**src/rtl/lsu_pkg.sv**
```systemverilog
// lsu_pkg: shared types and helpers for the load/store sequencer
//   memtype_t   - MemType encoding (2'b11 is treated as word)
//   lsu_state_t - sequencer FSM states
//   size_bytes  - access size in bytes for a MemType code
package lsu_pkg;
   typedef enum logic [1:0] {MT_WORD = 2'b00, MT_BYTE = 2'b01, MT_HALF = 2'b10} memtype_t;
   typedef enum logic [1:0] {IDLE, ACC0, ACC1, DONE} lsu_state_t;
   function automatic logic [2:0] size_bytes(input logic [1:0] t);
      return (t == MT_BYTE) ? 3'd1 : (t == MT_HALF) ? 3'd2 : 3'd4;
   endfunction
endpackage

```
**src/rtl/lsu_align.sv**
```systemverilog
// lsu_align: combinational lane steering for the load/store sequencer
//   mem_type/mem_sign/k   access size, load extension mode, byte offset
//   wdata                 right-justified store data
//   lo/hi                 read words of the lower/upper access (hi is 0 when not split)
//   be_lo/be_hi           byte enables for the lower/upper word
//   wd_lo/wd_hi           lane-shifted store data for the lower/upper word
//   rdata                 aligned and extended load result
//   split                 access crosses a word boundary
module lsu_align
   import lsu_pkg::*;
(
   input  logic [1:0]  mem_type,
   input  logic        mem_sign,
   input  logic [1:0]  k,
   input  logic [31:0] wdata,
   input  logic [31:0] lo,
   input  logic [31:0] hi,
   output logic [3:0]  be_lo,
   output logic [3:0]  be_hi,
   output logic [31:0] wd_lo,
   output logic [31:0] wd_hi,
   output logic [31:0] rdata,
   output logic        split
);
   logic [2:0]  sz;
   logic [3:0]  mask;
   logic [7:0]  be8;
   logic [63:0] w64;
   logic [31:0] r;
   always_comb begin
      sz    = size_bytes(mem_type);
      mask  = (sz == 3'd1) ? 4'b0001 : (sz == 3'd2) ? 4'b0011 : 4'b1111;
      be8   = {4'b0, mask} << k;
      w64   = {32'b0, wdata} << {k, 3'b0};
      r     = 32'({hi, lo} >> {k, 3'b0});
      split = ({1'b0, k} + sz) > 3'd4;
      // mem_sign=0 sign-extends, 1 zero-extends
      rdata = (sz == 3'd1) ? {{24{~mem_sign & r[7]}}, r[7:0]} :
              (sz == 3'd2) ? {{16{~mem_sign & r[15]}}, r[15:0]} : r;
   end
   assign be_lo = be8[3:0];
   assign be_hi = be8[7:4];
   assign wd_lo = w64[31:0];
   assign wd_hi = w64[63:32];
endmodule

```
**src/rtl/lsu_sequencer.sv**
```systemverilog
// lsu_sequencer: multi-cycle load/store sequencer between core and word-wide data memory
//   core side:   Req_i, MemWrite_i, MemType_i, MemSign_i, Addr_i, WriteData_i in;
//                ReadData_o, Done_o (1-cycle pulse), Stall_o, Fault_o out
//   memory side: Mem_Req_o, Mem_We_o, Mem_Addr_o (word), Mem_Be_o, Mem_WData_o out;
//                Mem_Ack_i, Mem_RData_i in
//   MISALIGN_SPLIT_EN: when defined, word-crossing accesses are split into two
//   memory accesses; otherwise they complete immediately with Fault_o.
module lsu_sequencer
   import lsu_pkg::*;
#(
   parameter int ADDR_WIDTH = 32,
   parameter int DATA_WIDTH = 32,
   parameter int MAX_WAIT   = 255
) (
   input  logic                  clk_i,
   input  logic                  rst_i,
   input  logic                  Req_i,
   input  logic                  MemWrite_i,
   input  logic [1:0]            MemType_i,
   input  logic                  MemSign_i,
   input  logic [ADDR_WIDTH-1:0] Addr_i,
   input  logic [DATA_WIDTH-1:0] WriteData_i,
   output logic [DATA_WIDTH-1:0] ReadData_o,
   output logic                  Done_o,
   output logic                  Stall_o,
   output logic                  Fault_o,
   output logic                  Mem_Req_o,
   output logic                  Mem_We_o,
   output logic [ADDR_WIDTH-3:0] Mem_Addr_o,
   output logic [3:0]            Mem_Be_o,
   output logic [DATA_WIDTH-1:0] Mem_WData_o,
   input  logic                  Mem_Ack_i,
   input  logic [DATA_WIDTH-1:0] Mem_RData_i
);
   localparam int CW = $clog2(MAX_WAIT + 1);
`ifdef MISALIGN_SPLIT_EN
   localparam bit SPLIT_EN = 1'b1;
`else
   localparam bit SPLIT_EN = 1'b0;
`endif
   lsu_state_t state, nxt;
   logic                  op_we, op_sign;
   logic [1:0]            op_type;
   logic [ADDR_WIDTH-1:0] op_addr;
   logic [31:0]           op_wdata, rdata0;
   logic [CW-1:0]         cnt;
   logic                  idle_sel, in_acc, nxt_acc, timeout, split, fault_nxt;
   logic                  cur_we, cur_sign;
   logic [1:0]            cur_type;
   logic [ADDR_WIDTH-1:0] cur_addr;
   logic [31:0]           cur_wdata, ld_lo, ld_hi, ld_data, rdata_nxt, wd_lo, wd_hi;
   logic [3:0]            be_lo, be_hi;
   // In IDLE the live request is steered so the first access can be issued on the accepting edge
   assign idle_sel  = state == IDLE;
   assign in_acc    = state == ACC0 || state == ACC1;
   assign timeout   = cnt == CW'(MAX_WAIT);
   assign cur_we    = idle_sel ? MemWrite_i  : op_we;
   assign cur_sign  = idle_sel ? MemSign_i   : op_sign;
   assign cur_type  = idle_sel ? MemType_i   : op_type;
   assign cur_addr  = idle_sel ? Addr_i      : op_addr;
   assign cur_wdata = idle_sel ? WriteData_i : op_wdata;
   // The upper word only contributes on the final ack of a split access
   assign ld_lo = state == ACC1 ? rdata0 : Mem_RData_i;
   assign ld_hi = state == ACC1 ? Mem_RData_i : '0;
   lsu_align u_align (
      .mem_type (cur_type),
      .mem_sign (cur_sign),
      .k        (cur_addr[1:0]),
      .wdata    (cur_wdata),
      .lo       (ld_lo),
      .hi       (ld_hi),
      .be_lo    (be_lo),
      .be_hi    (be_hi),
      .wd_lo    (wd_lo),
      .wd_hi    (wd_hi),
      .rdata    (ld_data),
      .split    (split)
   );
   always_ff @(posedge clk_i) begin
      if (rst_i) begin
         state       <= IDLE;
         op_we       <= 1'b0;
         op_sign     <= 1'b0;
         op_type     <= '0;
         op_addr     <= '0;
         op_wdata    <= '0;
         rdata0      <= '0;
         cnt         <= '0;
         Mem_Req_o   <= 1'b0;
         Mem_We_o    <= 1'b0;
         Mem_Be_o    <= '0;
         Mem_Addr_o  <= '0;
         Mem_WData_o <= '0;
         Done_o      <= 1'b0;
         Fault_o     <= 1'b0;
         ReadData_o  <= '0;
      end else begin
         state <= nxt;
         if (idle_sel && Req_i) begin
            op_we    <= MemWrite_i;
            op_sign  <= MemSign_i;
            op_type  <= MemType_i;
            op_addr  <= Addr_i;
            op_wdata <= WriteData_i;
         end
         if (state == ACC0 && Mem_Ack_i) rdata0 <= Mem_RData_i;
         cnt <= (nxt_acc && nxt != state) ? '0 : (in_acc && !Mem_Ack_i) ? cnt + 1'b1 : cnt;
         Mem_Req_o <= nxt_acc;
         Mem_We_o  <= nxt_acc & cur_we;
         Mem_Be_o  <= !nxt_acc ? 4'b0 : (nxt == ACC1) ? be_hi : be_lo;
         if (nxt_acc) begin
            Mem_Addr_o  <= (nxt == ACC1) ? op_addr[ADDR_WIDTH-1:2] + 1'b1 : cur_addr[ADDR_WIDTH-1:2];
            Mem_WData_o <= (nxt == ACC1) ? wd_hi : wd_lo;
         end
         Done_o     <= nxt == DONE;
         Fault_o    <= fault_nxt;
         ReadData_o <= rdata_nxt;
      end
   end
   // An ack present together with the timeout is taken as completion
   always_comb begin
      nxt = state;
      case (state)
         IDLE:    nxt = !Req_i ? IDLE : (!SPLIT_EN && split) ? DONE : ACC0;
         ACC0:    nxt = Mem_Ack_i ? ((SPLIT_EN && split) ? ACC1 : DONE) : timeout ? DONE : ACC0;
`ifdef MISALIGN_SPLIT_EN
         ACC1:    nxt = (Mem_Ack_i || timeout) ? DONE : ACC1;
`endif
         default: nxt = IDLE;
      endcase
   end
   always_comb begin
      nxt_acc   = nxt == ACC0 || nxt == ACC1;
      fault_nxt = nxt == DONE && ((idle_sel && Req_i) || (in_acc && !Mem_Ack_i));
      rdata_nxt = (nxt == DONE && in_acc && Mem_Ack_i && !op_we) ? ld_data : '0;
      Stall_o   = Req_i & ~Done_o;
   end
endmodule

```
**config.mk**
```make
export PLATFORM = sky130hd
export DESIGN_NAME = lsu_sequencer
export DESIGN_NICKNAME = d
export VERILOG_FILES = /design/src/rtl/lsu_pkg.sv /design/src/rtl/lsu_align.sv /design/src/rtl/lsu_sequencer.sv
export SDC_FILE = /design/constraint.sdc
export NUM_CORES = 1
export LEC_CHECK = 0
export BUFFER_PORTS_ARGS = -buffer_cell sky130_fd_sc_hd__buf_2
export CAP_MARGIN = 20
export CORE_UTILIZATION = 57
export CTS_CLUSTER_SIZE = 12
export DETAILED_ROUTE_END_ITERATION = 6
export PLACE_DENSITY = 0.81
export SYNTH_ARGS = -nofsm -noshare
export SYNTH_HDL_FRONTEND = slang
export SYNTH_HIERARCHICAL = 1
export SYNTH_SLANG_ARGS = --single-unit
```
**constraint.sdc**
```tcl
create_clock -name clk_i -period 6.5 [get_ports clk_i]
set_clock_uncertainty 0.05 [all_clocks]
set_input_delay 0.65 -clock clk_i [delete_from_list [all_inputs] [get_ports clk_i]]
set_output_delay 0.65 -clock clk_i [all_outputs]
set_load 0.01 [all_outputs]
```
==> results_dict.tcl, run 1 <==
set metrics [dict create \
    slew_headroom_pct 27.82 \
    min_period_ns 5.093 \
    grt_overflow 0 \
    combPwrFrac_pct 36.2 \
    cts_root_buffer "clkbuf_16" \
    tns_ns 0 \
    nets 1686 \
    numPortBuffers 206 \
    cp_max_fo 62 \
    gp_congestion 0.9662 \
    grt_max_degree 91 \
    grt_use_total_pct 30.37 \
    cell_internal_pwr_mw 3.078 \
    cp.required_ns 6.87 \
    clkTransAtPathRegs_ns 0.06 \
    cts-buffers-inserted 24 \
    syn_area_um2 11560 \
    yosysWarnings 6 \
    min_period_over_period_pct 78.36 \
    cts.sinks 212 \
    setup_ws_ns 1.407 \
    setup_violations 0 \
    place_ws_ns 1.459 \
    cts_tree "yes" \
    fp.dieH_um 144.4 \
    rows 51 \
    drv_cap 0 \
    vdd_drop_max_mv 0.2364 \
    crit_path_end_kind "flip-flop" \
    worst_pin_slew_ns 1.083 \
    io_pins 207 \
    clock_latency_ns 0.52 \
    hold_path_class "in -> reg" \
    p_leak_nw 5.626 \
    dr_total_vias 10704 \
    drive_above_1_share_pct 23.76 \
    fillCellCount 1675 \
    crit_arrival_ns 5.46 \
    via_per_inst 5.770 \
    p_switching_mw 1.722 \
    syn_inst 1439 \
    final_common_cell "nand2_1" \
    path_class "reg -> reg" \
    initial_core_util_pct 58.82 \
    reg2reg_slack_ns 1.41 \
    clock.fmax_ghz 0.1963 \
    clockPowerShare_pct 30.0 \
    drt_pre_antenna_iters 5 \
    initialDrtViolationCount 746 \
    start_kind "flip-flop" \
    dieArea_um2 20860 \
    final_cell_mix "nand2_1, dfxtp_1, buf_2, a21oi_1, nor2_1" \
    ant_nets 0 \
    post_cts_buffers 0 \
    switching_share_pct 35.87 \
    syn_area_per_cell_um2 8.034 \
    p_per_area_nw_per_um2 359.1 \
    cts_hold_buf 0 \
    cts_resized 0 \
    seq_power_share_pct 33.8 \
    status "finished clean" \
    fp.dieW_um 144.4 \
    rsz0062_at_grt "false" \
    grt_pass1_vias 9733 \
    wl_per_cell_um 17.65 \
    hpwlAfterDp_mm 22.19 \
    drcViolationCount 0 \
    grt_pass1_wl_mm 50.14 \
    final_hold_viol_count 0 \
    fin_cells 1855 \
    syn_to_final_growth_pct 15.62 \
    totalWireLength_mm 32.74 \
    cp-startpoint "state[0]" \
    cts_buffer_depth 3 \
    antenna_found_initial 3 \
    htree_levels 1 \
    r2r-start "state[0]" \
    hp-start "Addr_i[25]" \
    dp.cells 1809 \
    final_max_slew_viol_count 0 \
    core_um2 19650 \
    final_util_pct 68.01 \
]
-- area by class of cell --
class	count	area, um^2	area share [%]
Clock inverter	5	102.6	0.7676
Antenna cell	3	7.507	0.05616
Multi-Input combinational cell	1092	6726	50.32
Timing Repair Buffer	219	1131	8.462
Tap cell	265	331.6	2.481
Sequential cell	212	4244	31.75
Clock buffer	38	744.5	5.570
Inverter	21	78.83	0.5897
-- routing by layer --
layer / share of wire, % / wire length (um) / track usage, % / up-vias
li1: - / - / - / 5141
met5: 0.027 / 9 / 0 / -
met3: 8.0 / 2615 / 5.232 / 64
met4: 2.4 / 802 / 9.252 / 2
met2: 47 / 15260 / 51.11 / 471
met1: 43 / 14060 / 39.50 / 5026
-- critical path: stages, from the launching register on --
cell	delay, ns
dfxtp_1	0.34
inv_1	0.13
ha_4	0.50
mux2_4	0.71
ha_1	0.25
inv_1	0.05
fa_1	0.39
xor2_1	0.15
a21oi_1	0.12
a32oi_1	0.10
o21ai_0	0.22
ha_2	0.69
nand4_1	0.34
nor4_1	0.28
mux2_2	0.37
a221oi_1	0.26
-- state kept, by name, summed over array words and instances (netlist names) --
name         flops
Mem_WData_o     32
ReadData_o      32
op_addr         32
op_wdata        32
rdata0          32
Mem_Addr_o      30
cnt              8
Mem_Be_o         4
op_type          2
state            2
Done_o           1
Fault_o          1
Mem_Req_o        1
Mem_We_o         1
op_sign          1
op_we            1
-- power by group through the flow --
| stage | clock [mW] | sequential, mW | combinational, mW |
|---|---|---|---|
| after floorplan | 0 | 1.67 | 1.20 |
| after global placement | 0 | 1.64 | 1.67 |
| after detailed placement | 0 | 1.64 | 1.70 |
| after CTS | 1.45 | 1.62 | 1.72 |
| after global routing | 1.52 | 1.64 | 1.89 |
| final | 1.44 | 1.62 | 1.74 |
-- stage by stage --
stage | hold WS (ns) | area [um^2] | power, mW
floorplan | 0.3829 | 11590 | 2.870
global placement | 0.3886 | 12510 | 3.307
detailed placement | 0.3902 | 12510 | 3.346
CTS | 0.3161 | 13360 | 4.789
global route | 0.3206 | 13360 | 5.046
finish | 0.3249 | 13370 | 4.800
-- worst paths after layout --
kind	endpoint	depth (start not counted)
setup / recovery	Mem_Addr_o[18]	15
hold reg to reg	Mem_Addr_o[5]	2
hold / removal	op_addr[25]	3
setup reg to reg	Mem_Addr_o[18]	15
Power figures use the tool's default switching activity.
==> inputs of run 2 (changes only) <==
==> constraint.sdc (replaced) <==
create_clock -name clk_i -period 4.9 [get_ports clk_i]
set_clock_uncertainty 0.05 [all_clocks]
set_input_delay 0.49 -clock clk_i [delete_from_list [all_inputs] [get_ports clk_i]]
set_output_delay 0.49 -clock clk_i [all_outputs]
set_load 0.01 [all_outputs]
==> run 2 against run 1 <==
Net effect: sequential share of layout area is 0.12 points higher; largest power group unchanged; routed wire length is 1.5% lower; register-to-register slack worse by 0.95 ns; largest cell class unchanged; count of clock-buffer cells in the layout is 5 lower; clock power is 19% higher; critical path type unchanged; die area stayed put; maximum frequency is 15% higher.
==> results_dict.tcl, run 2 (same netlist as run 1, synthesis figures left out) <==
set metrics [dict create \
    status "finished clean" \
    cts_resized 0 \
    worst-path-buf-inv 3 \
    grt_use_total_pct 30.49 \
    setup_ws_ns 0.4571 \
    p_switching_mw 2.268 \
    wl_per_cell_um 17.36 \
    seq_power_share_pct 34.8 \
    via_per_inst 5.682 \
    ant_nets 0 \
    gp_congestion 0.9482 \
    fp.dieW_um 144.4 \
    reg2reg_slack_ns 0.46 \
    grt_overflow 0 \
    syn_to_final_growth_pct 15.18 \
    cts_tree "yes" \
    slew_headroom_pct 27.60 \
    nets 1691 \
    worst_pin_slew_ns 1.086 \
    cell_internal_pwr_mw 3.904 \
    initial_core_util_pct 58.82 \
    dieArea_um2 20860 \
    clock_latency_ns 0.52 \
    max_stage_delay_ns 0.57 \
    p_leak_nw 5.620 \
    cts_hold_buf 0 \
    crit_family "adder cells" \
    start_kind "flip-flop" \
    cp-startpoint "state[0]" \
    slowest_stage "ha_2" \
    hp-start "MemType_i[1]" \
    vdd_drop_max_mv 0.2667 \
    combPwrFrac_pct 37.3 \
    min_period_over_period_pct 90.67 \
    fillCellCount 1709 \
    initialDrtViolationCount 792 \
    reg2reg_depth 17 \
    fp.dieH_um 144.4 \
    final_cell_mix "nand2_1, dfxtp_1, buf_2, a21oi_1, nor2_1" \
    fin_area_um2 13320 \
    post_cts_buffers 0 \
    hpwlAfterDp_mm 22.05 \
    drt_pre_antenna_iters 7 \
    cp.required_ns 5.27 \
    clkTransAtPathRegs_ns 0.06 \
    crit_arrival_ns 4.81 \
    core_um2 19650 \
    drcViolationCount 0 \
    setup_violations 0 \
    rows 51 \
    min_period_ns 4.443 \
    cts.sinks 212 \
    path_cells "inv_1, ha_4, mux2_2, inv_1, ha_1, ha_1, inv_1, fa_1, xor2_1, a21oi_1, a32oi_1, o21ai_0, ha_2, nand4_1, nor4_1, mux2_2, a221oi_1" \
    numPortBuffers 206 \
    dpl_cell_area_um2 12560 \
    grt_max_degree 96 \
    min_to "op_type[1]" \
    crit_cells 17 \
    clock.fmax_ghz 0.2251 \
    grt_pass1_vias 9658 \
    dr_total_vias 10552 \
    drive_above_1_share_pct 24.09 \
    cp_max_fo 20 \
    io_pins 207 \
    final_hold_viol_count 0 \
    final_max_slew_viol_count 0 \
    p_per_area_nw_per_um2 463.5 \
    clockPowerShare_pct 27.9 \
    cts-buffers-inserted 24 \
    hold_path_depth 3 \
    cts_root_buffer "clkbuf_16" \
    path_class "reg -> reg" \
    crit_path_end_kind "flip-flop" \
    hold_path_class "in -> reg" \
    grt_pass1_wl_mm 50.29 \
    drv_cap 0 \
    cpMostUsedCell "inv_1" \
    switching_share_pct 36.75 \
    final_common_cell "nand2_1" \
    place_ws_ns 0.4961 \
    r2r-start "state[0]" \
    antenna_found_initial 2 \
    r2r_end "Mem_Addr_o[18]" \
    rsz0062_at_grt "false" \
    cts_buffer_depth 3 \
    tns_ns 0 \
    totalWireLength_mm 32.24 \
    htree_levels 1 \
]
==> run 2: per-stage QoR <==
step	utilization (%)	total power, mW	cells	hold slack, ns
floorplan	-	3.807	1447	0.3829
global route	67.74	6.520	1856	0.1653
detailed placement	63.92	4.445	1814	0.3900
CTS	67.73	6.165	1855	0.1616
global placement	63.92	4.395	1814	0.3876
finish	67.76	6.172	1857	0.1710
==> run 2: metal layers <==
metal | share of wire (%) | track usage (%) | vias to the layer above | wire length (um)
met5 | 0 | 0 | - | 0
met4 | 2.4 | 9.141 | 0 | 778
met3 | 8.1 | 5.000 | 60 | 2613
met2 | 46 | 50.51 | 387 | 14870
met1 | 43 | 40.49 | 4943 | 13980
li1 | - | - | 5162 | -
==> run 2: layout make-up <==
type	instances	area, um^2	area share, %
flip-flops and latches	212	4244	31.87
clock inverters	8	43.79	0.3289
repair buffers	224	1181	8.870
diodes	2	5.005	0.03758
well taps	265	331.6	2.490
multi-input cells	1092	6726	50.51
clock buffers	33	705.7	5.299
inverters	21	78.83	0.5919
==> run 2: power groups by stage <==
stage          clock, mW  combinational (mW)  sequential, mW
5_1_grt             1.82                2.53            2.17
4_1_cts             1.74                2.28            2.14
6_report            1.72                2.30            2.15
3_3_place_gp           0                2.22            2.17
2_1_floorplan          0                1.59            2.22
3_5_place_dp           0                2.27            2.18
==> run 2: worst reg2reg max path, cell delays in order (launching register included) <==
cell and delay (ns):
dfxtp_1 0.33, inv_1 0.12, ha_4 0.28, mux2_2 0.38
inv_1 0.08, ha_1 0.14, ha_1 0.13, inv_1 0.05
fa_1 0.39, xor2_1 0.15, a21oi_1 0.13, a32oi_1 0.11
o21ai_0 0.24, ha_2 0.57, nand4_1 0.29, nor4_1 0.26
mux2_2 0.37, a221oi_1 0.26
==> run 2: worst max-delay path by stage <==
stage                            to  slack (ns)
floorplan           Mem_WData_o[21]        0.11
global placement     Mem_Addr_o[18]        0.64
detailed placement   Mem_Addr_o[18]        0.50
CTS                  Mem_Addr_o[18]        0.48
global route         Mem_Addr_o[18]        0.11
finish               Mem_Addr_o[18]        0.46
